## config.mk

```make
export PLATFORM = sky130hd
export DESIGN_NAME = uart_tx_sched
export DESIGN_NICKNAME = d
export VERILOG_FILES = /design/src/rtl/uart_tx_sched.sv
export SDC_FILE = /design/constraint.sdc
export NUM_CORES = 1
export LEC_CHECK = 0
export ABC_AREA = 1
export CORE_MARGIN = 2
export CORE_UTILIZATION = 50
export CTS_CLUSTER_DIAMETER = 50
export DETAILED_ROUTE_END_ITERATION = 8
export DONT_BUFFER_PORTS = 1
export GPL_TIMING_DRIVEN = 0
export PLACE_DENSITY = 0.71
export RECOVER_POWER = 100
export SLEW_MARGIN = 20
export SYNTH_ARGS = -nofsm -noshare
export SYNTH_HDL_FRONTEND = slang
export SYNTH_SLANG_ARGS = --single-unit
```

## constraint.sdc

```tcl
create_clock -name clk -period 2.9 [get_ports clk]
set_input_delay 0.145 -clock clk [delete_from_list [all_inputs] [get_ports clk]]
set_output_delay 0.145 -clock clk [all_outputs]
set_load 0.005 [all_outputs]
```

## src/rtl/uart_tx_sched.sv

```systemverilog
// Round-robin scheduler for one UART transmit line: grants one byte requester at a time
// and serialises its byte as start, 8 data bits LSB first, optional parity, 1-2 stop bits.
module uart_tx_sched #(
    parameter int NUM_REQ      = 2,
    parameter int CLKS_PER_BIT = 4,
    parameter int PARITY_EN    = 1,
    parameter int PARITY_ODD   = 0,
    parameter int STOP_BITS    = 2,
    localparam int ID_W        = (NUM_REQ > 1) ? $clog2(NUM_REQ) : 1
) (
    input  logic                 clk,
    input  logic                 rst,
    input  logic [NUM_REQ-1:0]   req,
    input  logic [8*NUM_REQ-1:0] data,
    output logic [NUM_REQ-1:0]   gnt,
    output logic                 tx,
    output logic                 busy,
    output logic                 done,
    output logic [ID_W-1:0]      done_id
);
    localparam int CNT_W = (CLKS_PER_BIT > 2) ? $clog2(CLKS_PER_BIT) : 1;

    localparam logic [2:0] S_IDLE   = 3'd0;
    localparam logic [2:0] S_START  = 3'd1;
    localparam logic [2:0] S_DATA   = 3'd2;
    localparam logic [2:0] S_PARITY = 3'd3;
    localparam logic [2:0] S_STOP   = 3'd4;

    if (NUM_REQ < 1 || NUM_REQ > 8 || CLKS_PER_BIT < 2 ||
        PARITY_EN < 0 || PARITY_EN > 1 || PARITY_ODD < 0 || PARITY_ODD > 1 ||
        (STOP_BITS != 1 && STOP_BITS != 2)) begin : g_param_err
        $error("uart_tx_sched: illegal parameter value");
    end

    logic [2:0]         state;
    logic [CNT_W-1:0]   baud_cnt;
    logic [2:0]         bit_cnt;
    logic [7:0]         shreg;
    logic               parity_bit;
    logic [ID_W-1:0]    rr_ptr;
    logic [ID_W-1:0]    cur_id;
    logic [ID_W-1:0]    arb_idx;
    logic [ID_W-1:0]    next_ptr;
    logic [ID_W-1:0]    lo_idx;
    logic [ID_W-1:0]    hi_idx;
    logic               lo_any;
    logic               hi_any;
    logic               arb_found;
    logic               arb_en;
    logic               baud_last;
    logic               stop_last;
    logic [NUM_REQ-1:0] arb_onehot;
    logic [7:0]         sel_byte;

    // Lowest requester at or above the pointer wins; otherwise wrap to the lowest overall.
    always_comb begin
        lo_any = 1'b0;
        hi_any = 1'b0;
        lo_idx = '0;
        hi_idx = '0;
        for (int i = NUM_REQ - 1; i >= 0; i--) begin
            if (req[i]) begin
                lo_any = 1'b1;
                lo_idx = ID_W'(i);
            end
            if (req[i] && i >= int'(rr_ptr)) begin
                hi_any = 1'b1;
                hi_idx = ID_W'(i);
            end
        end
        arb_found = lo_any;
        arb_idx   = hi_any ? hi_idx : lo_idx;
        arb_onehot = '0;
        arb_onehot[arb_idx] = 1'b1;
        next_ptr = (int'(arb_idx) == NUM_REQ - 1) ? '0 : arb_idx + ID_W'(1);
    end

    assign sel_byte  = data[{cur_id, 3'b000} +: 8];
    assign baud_last = (baud_cnt == CNT_W'(CLKS_PER_BIT - 1));
    assign stop_last = (state == S_STOP) && baud_last && (bit_cnt == 3'(STOP_BITS - 1));
    // Arbitration is also live on the last stop-bit cycle so a waiting requester is granted on the done cycle.
    assign arb_en    = arb_found && (((state == S_IDLE) && !(|gnt)) || stop_last);
    assign busy      = (state != S_IDLE);

    always_ff @(posedge clk) begin
        if (rst) begin
            state      <= S_IDLE;
            gnt        <= '0;
            tx         <= 1'b1;
            done       <= 1'b0;
            done_id    <= '0;
            baud_cnt   <= '0;
            bit_cnt    <= '0;
            shreg      <= '0;
            parity_bit <= 1'b0;
            rr_ptr     <= '0;
            cur_id     <= '0;
        end else begin
            gnt  <= '0;
            done <= 1'b0;
            // NOTE: non-blocking updates let done_id capture the finishing cur_id on the same edge a new grant overwrites it.
            if (arb_en) begin
                gnt    <= arb_onehot;
                cur_id <= arb_idx;
                rr_ptr <= next_ptr;
            end
            case (state)
                S_IDLE: begin
                    tx <= 1'b1;
                    if (|gnt) begin
                        state      <= S_START;
                        tx         <= 1'b0;
                        baud_cnt   <= '0;
                        shreg      <= sel_byte;
                        parity_bit <= (^sel_byte) ^ 1'(PARITY_ODD);
                    end
                end
                S_START: begin
                    if (baud_last) begin
                        state    <= S_DATA;
                        baud_cnt <= '0;
                        bit_cnt  <= '0;
                        tx       <= shreg[0];
                    end else begin
                        baud_cnt <= baud_cnt + CNT_W'(1);
                    end
                end
                S_DATA: begin
                    if (baud_last) begin
                        baud_cnt <= '0;
                        bit_cnt  <= bit_cnt + 3'd1;
                        shreg    <= shreg >> 1;
                        if (bit_cnt == 3'd7) begin
                            if (PARITY_EN != 0) begin
                                state <= S_PARITY;
                                tx    <= parity_bit;
                            end else begin
                                state <= S_STOP;
                                tx    <= 1'b1;
                            end
                        end else begin
                            tx <= shreg[1];
                        end
                    end else begin
                        baud_cnt <= baud_cnt + CNT_W'(1);
                    end
                end
                S_PARITY: begin
                    if (baud_last) begin
                        state    <= S_STOP;
                        baud_cnt <= '0;
                        tx       <= 1'b1;
                    end else begin
                        baud_cnt <= baud_cnt + CNT_W'(1);
                    end
                end
                S_STOP: begin
                    tx <= 1'b1;
                    if (baud_last) begin
                        baud_cnt <= '0;
                        if (stop_last) begin
                            state   <= S_IDLE;
                            bit_cnt <= '0;
                            done    <= 1'b1;
                            done_id <= cur_id;
                        end else begin
                            bit_cnt <= bit_cnt + 3'd1;
                        end
                    end else begin
                        baud_cnt <= baud_cnt + CNT_W'(1);
                    end
                end
                default: state <= S_IDLE;
            endcase
        end
    end
endmodule

```

==> results.cfg, run 1 <==
[placed_design]
place_ws_ns = 1.37
port_buffers = 0
dp_hpwl_um = 2570
routabilityCongestion = 0.864

[synthesis]
synth_simple_gate_area_share_pct = 38.6
ys.flop_type = dfxtp_1
async_flop_share_pct = 0
avgSynthCellArea_um2 = 6.42
muxShareOfSynthArea_pct = 0.609
synth_top_area_share_pct = 29.2
ys_seq_area_share_pct = 29.2
synth_seq_cells = 24
synthTopCellsByArea = dfxtp_1 (29%), nand2_1 (24%), inv_1 (7.1%)
synth_xor_area_share_pct = 0
syn_inst = 256
synth_edf_count = 0
syn_nets = 280
yosysTopAreaCell = dfxtp_1
synth_area_um2 = 1640
synth_compound_area_share_pct = 15.8
synth_top_family_by_area = simple AND/OR/NAND/NOR gates
yosysUniqueCellTypes = 31
synthAdderAreaFrac_pct = 3.05
yosys_warnings = 0

[global_route]
grt_max_degree = 13
grt-ovfl-total = 0
grt_pass1_vias = 1409
antenna_found_initial = 0
track_usage_pct = 20.8
grt_first_pass_wirelength_um = 5950

[clock_tree]
clk_latency_ns = 0.32
cts-root-buf = clkbuf_4
cts_hold_buf = 1
post_cts_resized = 0
cts_buffer_depth = 2
post-cts-setup-buffer-count = 0
cts_made_buffers = 3
tritoncts = yes
htree_levels = 1
cts_sinks = 24
cts.clk_slew.worst_paths_ns = 0.13

[die]
ios = 26
rows = 20
die_h_um = 61.3
fp.dieW_um = 61.3
die-area_um2 = 3760
core_um2 = 3080
start_util_pct = 53.4

[final_layout]
nNetsFinal = 286
area_growth_pct = 0.990
drive_above_1_share_pct = 10.4
insertedDiodeCount = 0
utilization_pct = 53.9
n_fill_cell = 322

[timing]
relSlewSlack_pct = 56.1
fin_crit_sh_pct = 75.2
tightest_slew_ns = 0.657
finalClockSkew_ns = 0.00766
max_freq_mhz = 459
final_hold_viol_count = 0
slew_viol_final = 0
rsz0062_at_grt = false
postLayoutSetupSlackWorst_ns = 0.720
setup_viol = 0
fin_crit_ns = 2.18
finalSetupTns_ns = 0

[outcome]
status = completed

[worst_setup_path]
path_class = register to register
worstPathMaxFanout = 10
start_kind = register
cpMostUsedCell = nand2_1
crit_chain = nor2_1 > nand2_1 > o22ai_1 > buf_6 > inv_2 > nand2_1 > a21oi_1
slowest_delay_ns = 0.53
worstPathRequired_ns = 3.10
crit_arrival_ns = 2.38
slowest_stage = nor2_1
critPathBufInv = 2
cp_top_family = simple AND/OR/NAND/NOR gates
worstSetupEndpointType = register

[detailed_routing]
drt_wl_total_um = 3400
drc_errors = 0
drt-pass1-iter-count = 4
vias_per_cell = 4.85
post_drt_wl_per_cell_um = 11.2
vias = 1475
ant_nets = 0
drtIter0Drc = 30

[pwr]
max-vdd-ir-drop_v = 0.000415
power_leakage_nw = 0.850
powerDensity_nw_per_um2 = 770

[job]
maxCapViolCount = 0

[min_path]
min_path_type = input pin to register
-- tightest hold or removal path, cell delays in order --
cell and delay (ns):
inv_1 0.04, o21a_1 0.10, nand2_1 0.06, inv_1 0.03
-- flip-flops by register name, indices dropped and copies added, names as in the netlist --
name,count
shreg,8
bit_cnt,3
state,3
baud_cnt,2
gnt,2
cur_id,1
done,1
done_id,1
parity_bit,1
rr_ptr,1
tx,1
-- synthesized netlist by cell type, types with 3 or more instances --
| master | instances |
|---|---|
| nand2_1 | 105 |
| inv_1 | 31 |
| dfxtp_1 | 24 |
| nor2_1 | 13 |
| nand3_1 | 12 |
| a21oi_1 | 10 |
| o21ai_0 | 7 |
| a31oi_1 | 6 |
| inv_2 | 5 |
| o21ai_1 | 5 |
| buf_6 | 4 |
| ha_1 | 4 |
| nand2_2 | 4 |
| nor2_2 | 3 |
-- cell type report --
type	count	area, µm²	share of cell area (%)
inverter	37	141	8.52
sequential	24	480	29.0
buffer	8	56.3	3.39
tap	44	55.1	3.32
multi-input combinational	187	893	53.8
timing repair buffer	1	10.0	0.603
clock buffer	3	22.5	1.36
-- kinds of logic after synthesis --
| kind of cell | Yosys count |
|---|---|
| AOI/OAI and AO/OA | 38 |
| buffers and inverters | 45 |
| and+or+nand+nor | 144 |
| muxes | 1 |
| DFF | 24 |
| adders and majority gates | 4 |
-- final timing paths --
path,start,to,slack [ns],depth (start not counted)
worst min-delay path,rst,parity_bit,0.09,4
worst min register to register,baud_cnt[1],baud_cnt[1],0.48,2
worst max register to register,state[2],shreg[7],0.72,7
worst max-delay path,state[2],shreg[7],0.72,7
-- cells in the final DEF, fill, tap and decap left out, types with 4 or more instances in the layout --
master,instances
o21ai_0,11
inv_1,31
clkbuf_1,4
ha_1,4
nand3_1,13
a31oi_1,6
dfxtp_1,24
inv_2,5
nor2_1,14
nand2_1,107
a21oi_1,11
-- metrics by stage --
step | std cells | instance area, µm² | total power, mW | hold slack [ns]
2_1_floorplan | 256 | 1640 | 1.07 | 0.213
3_3_place_gp | 300 | 1700 | 1.19 | 0.215
3_5_place_dp | 300 | 1700 | 1.21 | 0.217
4_1_cts | 304 | 1730 | 1.36 | 0.0711
5_1_grt | 304 | 1660 | 1.41 | 0.0818
6_report | 304 | 1660 | 1.28 | 0.0879
-- power breakdown --
part,leakage [nW],switching (mW),internal (mW)
registers,0.196,0.0555,0.412
logic,0.640,0.442,0.219
clock network,0.0138,0.100,0.0487
-- routing by layer --
metal / wire, µm / share of wire (%) / vias up / global-route usage (%)
li1: - / - / 810 / -
met1: 1690 / 50 / 631 / 27.2
met2: 1510 / 45 / 29 / 35.1
met3: 145 / 4.3 / 5 / 3.36
met4: 46 / 1.4 / 0 / 6.52
met5: 0 / 0 / - / 0
Note: power is estimated with default switching activity, not from simulation.
==> inputs of run 2 (changes only) <==
--- a/config.mk
+++ b/config.mk
@@ -12,7 +12,7 @@
 export DETAILED_ROUTE_END_ITERATION = 8
 export DONT_BUFFER_PORTS = 1
 export GPL_TIMING_DRIVEN = 0
-export PLACE_DENSITY = 0.71
+export PLACE_DENSITY = 0.74
 export RECOVER_POWER = 100
 export SLEW_MARGIN = 20
 export SYNTH_ARGS = -nofsm -noshare
==> constraint.sdc (replaced) <==
create_clock -name clk -period 1.8 [get_ports clk]
set_input_delay 0.09 -clock clk [delete_from_list [all_inputs] [get_ports clk]]
set_output_delay 0.09 -clock clk [all_outputs]
set_load 0.005 [all_outputs]
==> results.cfg, run 2 (synthesis results as in run 1) <==
[min_path]
holdPathStages = 4
min_path_type = input pin to register
hp-start = rst
whs_endpoint = parity_bit

[timing]
slew_viol_final = 0
postLayoutSetupSlackWorst_ns = 0.217
relSlewSlack_pct = 70.1
tightest_slew_ns = 0.448
setup_viol = 0
fin_crit_ns = 1.58
finalSetupTns_ns = 0
finalClockSkew_ns = 0.00266
max_freq_mhz = 632
fin_crit_sh_pct = 87.9
final_hold_viol_count = 0
rsz0062_at_grt = false

[final_layout]
largestRegisters = shreg: 8 flops, bit_cnt: 3 flops, state: 3 flops
insertedDiodeCount = 0
top_register = shreg
largest_reg_flops = 8
most-common-layout-cells = nand2_1 (107), inv_1 (32), dfxtp_1 (24)
layout.cells.non_filler = 305
nNetsFinal = 286
area_growth_pct = 3.28
drive_above_1_share_pct = 10.7
layout_commonest_cell = nand2_1
n_fill_cell = 315

[clock_tree]
cts-root-buf = clkbuf_4
clk_latency_ns = 0.31
post-cts-setup-buffer-count = 0
cts_buffer_depth = 2
cts_sinks = 24
cts_hold_buf = 1
htree_levels = 1
cts.clk_slew.worst_paths_ns = 0.14
cts_made_buffers = 3
post_cts_resized = 0
tritoncts = yes

[placed_design]
place_ws_ns = 0.297
placed_cells = 300
port_buffers = 0
dp_hpwl_um = 2440
routabilityCongestion = 0.857

[worst_setup_path]
worst_r2r_endpoint = rr_ptr
slowest_stage = dfxtp_1
worstSetupEndpointType = register
r2r-start = state[2]
cp_top_family = compound AO/OA/AOI/OAI gates
crit_chain = inv_2 > nor2_8 > nand3_1 > a21oi_1 > o21ai_0 > a21oi_1
worstPathMaxFanout = 5
path_class = register to register
crit_arrival_ns = 1.84
ff2ff_setup_slack_ns = 0.22
slowest_delay_ns = 0.46
reg2reg_depth = 6
cpMostUsedCell = a21oi_1
critPathBufInv = 1
worstPathRequired_ns = 2.06
start_kind = register

[global_route]
grt-ovfl-total = 0
grt_pass1_vias = 1338
grt_first_pass_wirelength_um = 5630
track_usage_pct = 19.5
antenna_found_initial = 0
grt_max_degree = 14

[die]
die-area_um2 = 3760
rows = 20
core_um2 = 3080
start_util_pct = 53.4
die_h_um = 61.3
ios = 26
fp.dieW_um = 61.3

[detailed_routing]
ant_nets = 0
drt_wl_total_um = 3200
wl_met2_um = 1430
vias_per_cell = 4.79
drt-pass1-iter-count = 4
met3_length_um = 132
wl_met1_um = 1610
drtIter0Drc = 38
vias = 1461
drc_errors = 0
highest_layer = met4
post_drt_wl_per_cell_um = 10.5

[pwr]
p_comb_share_pct = 51.0
intPower_mw = 1.17
p_sw_uw = 968
p_seq_share_pct = 35.3
swShare_pct = 45.4
pwr-share-clk_pct = 13.7
powerDensity_nw_per_um2 = 1260
power_leakage_nw = 0.870
max-vdd-ir-drop_v = 0.000701

[job]
maxCapViolCount = 0

[outcome]
status = completed
[run 2: stage by stage]
stage / area, µm² / hold slack, ns / utilization [%] / power, mW
detailed placement: 1700 / 0.161 / 55.2 / 1.93
global route: 1700 / 0.0186 / 55.1 / 2.35
floorplan: 1640 / 0.158 / - / 1.73
global placement: 1700 / 0.159 / 55.2 / 1.92
finish: 1700 / 0.0142 / 55.1 / 2.13
CTS: 1740 / 0.00579 / 56.7 / 2.23
[run 2: area by class of cell]
type	count	area, µm²	area share [%]
multi-input cells	187	906	53.4
clock buffers	4	36.3	2.14
repair buffers	1	10.0	0.590
plain buffers	8	67.6	3.98
inverters	37	141	8.33
well taps	44	55.1	3.24
flip-flops and latches	24	480	28.3
[run 2: how the worst max path moves through the flow]
stage,start,cells after the start,slack (ns),end
2_1_floorplan,baud_cnt[0],7,0.45,shreg[7]
4_1_cts,baud_cnt[0],6,0.25,shreg[5]
3_5_place_dp,baud_cnt[0],7,0.30,shreg[7]
6_report,state[2],6,0.22,rr_ptr
3_3_place_gp,baud_cnt[0],7,0.28,shreg[7]
5_1_grt,state[2],6,0.07,shreg[6]
[run 2: routing by layer]
metal	vias up	GRT usage, %
met4	0	6.21
li1	814	-
met1	626	26.1
met3	2	2.73
met5	-	0
met2	19	32.4
[run 2: worst min-delay path, cell delays in order]
cell	delay, ns
inv_1	0.04
o21a_1	0.10
nand2_1	0.05
inv_1	0.03
[run 2: power by group through the flow]
stage,Sequential [mW],Clock (mW),Combinational (mW)
after floorplan,0.752,0,0.973
after global placement,0.772,0,1.14
after detailed placement,0.775,0,1.16
after CTS,0.761,0.303,1.17
after global routing,0.773,0.321,1.25
final,0.753,0.293,1.09
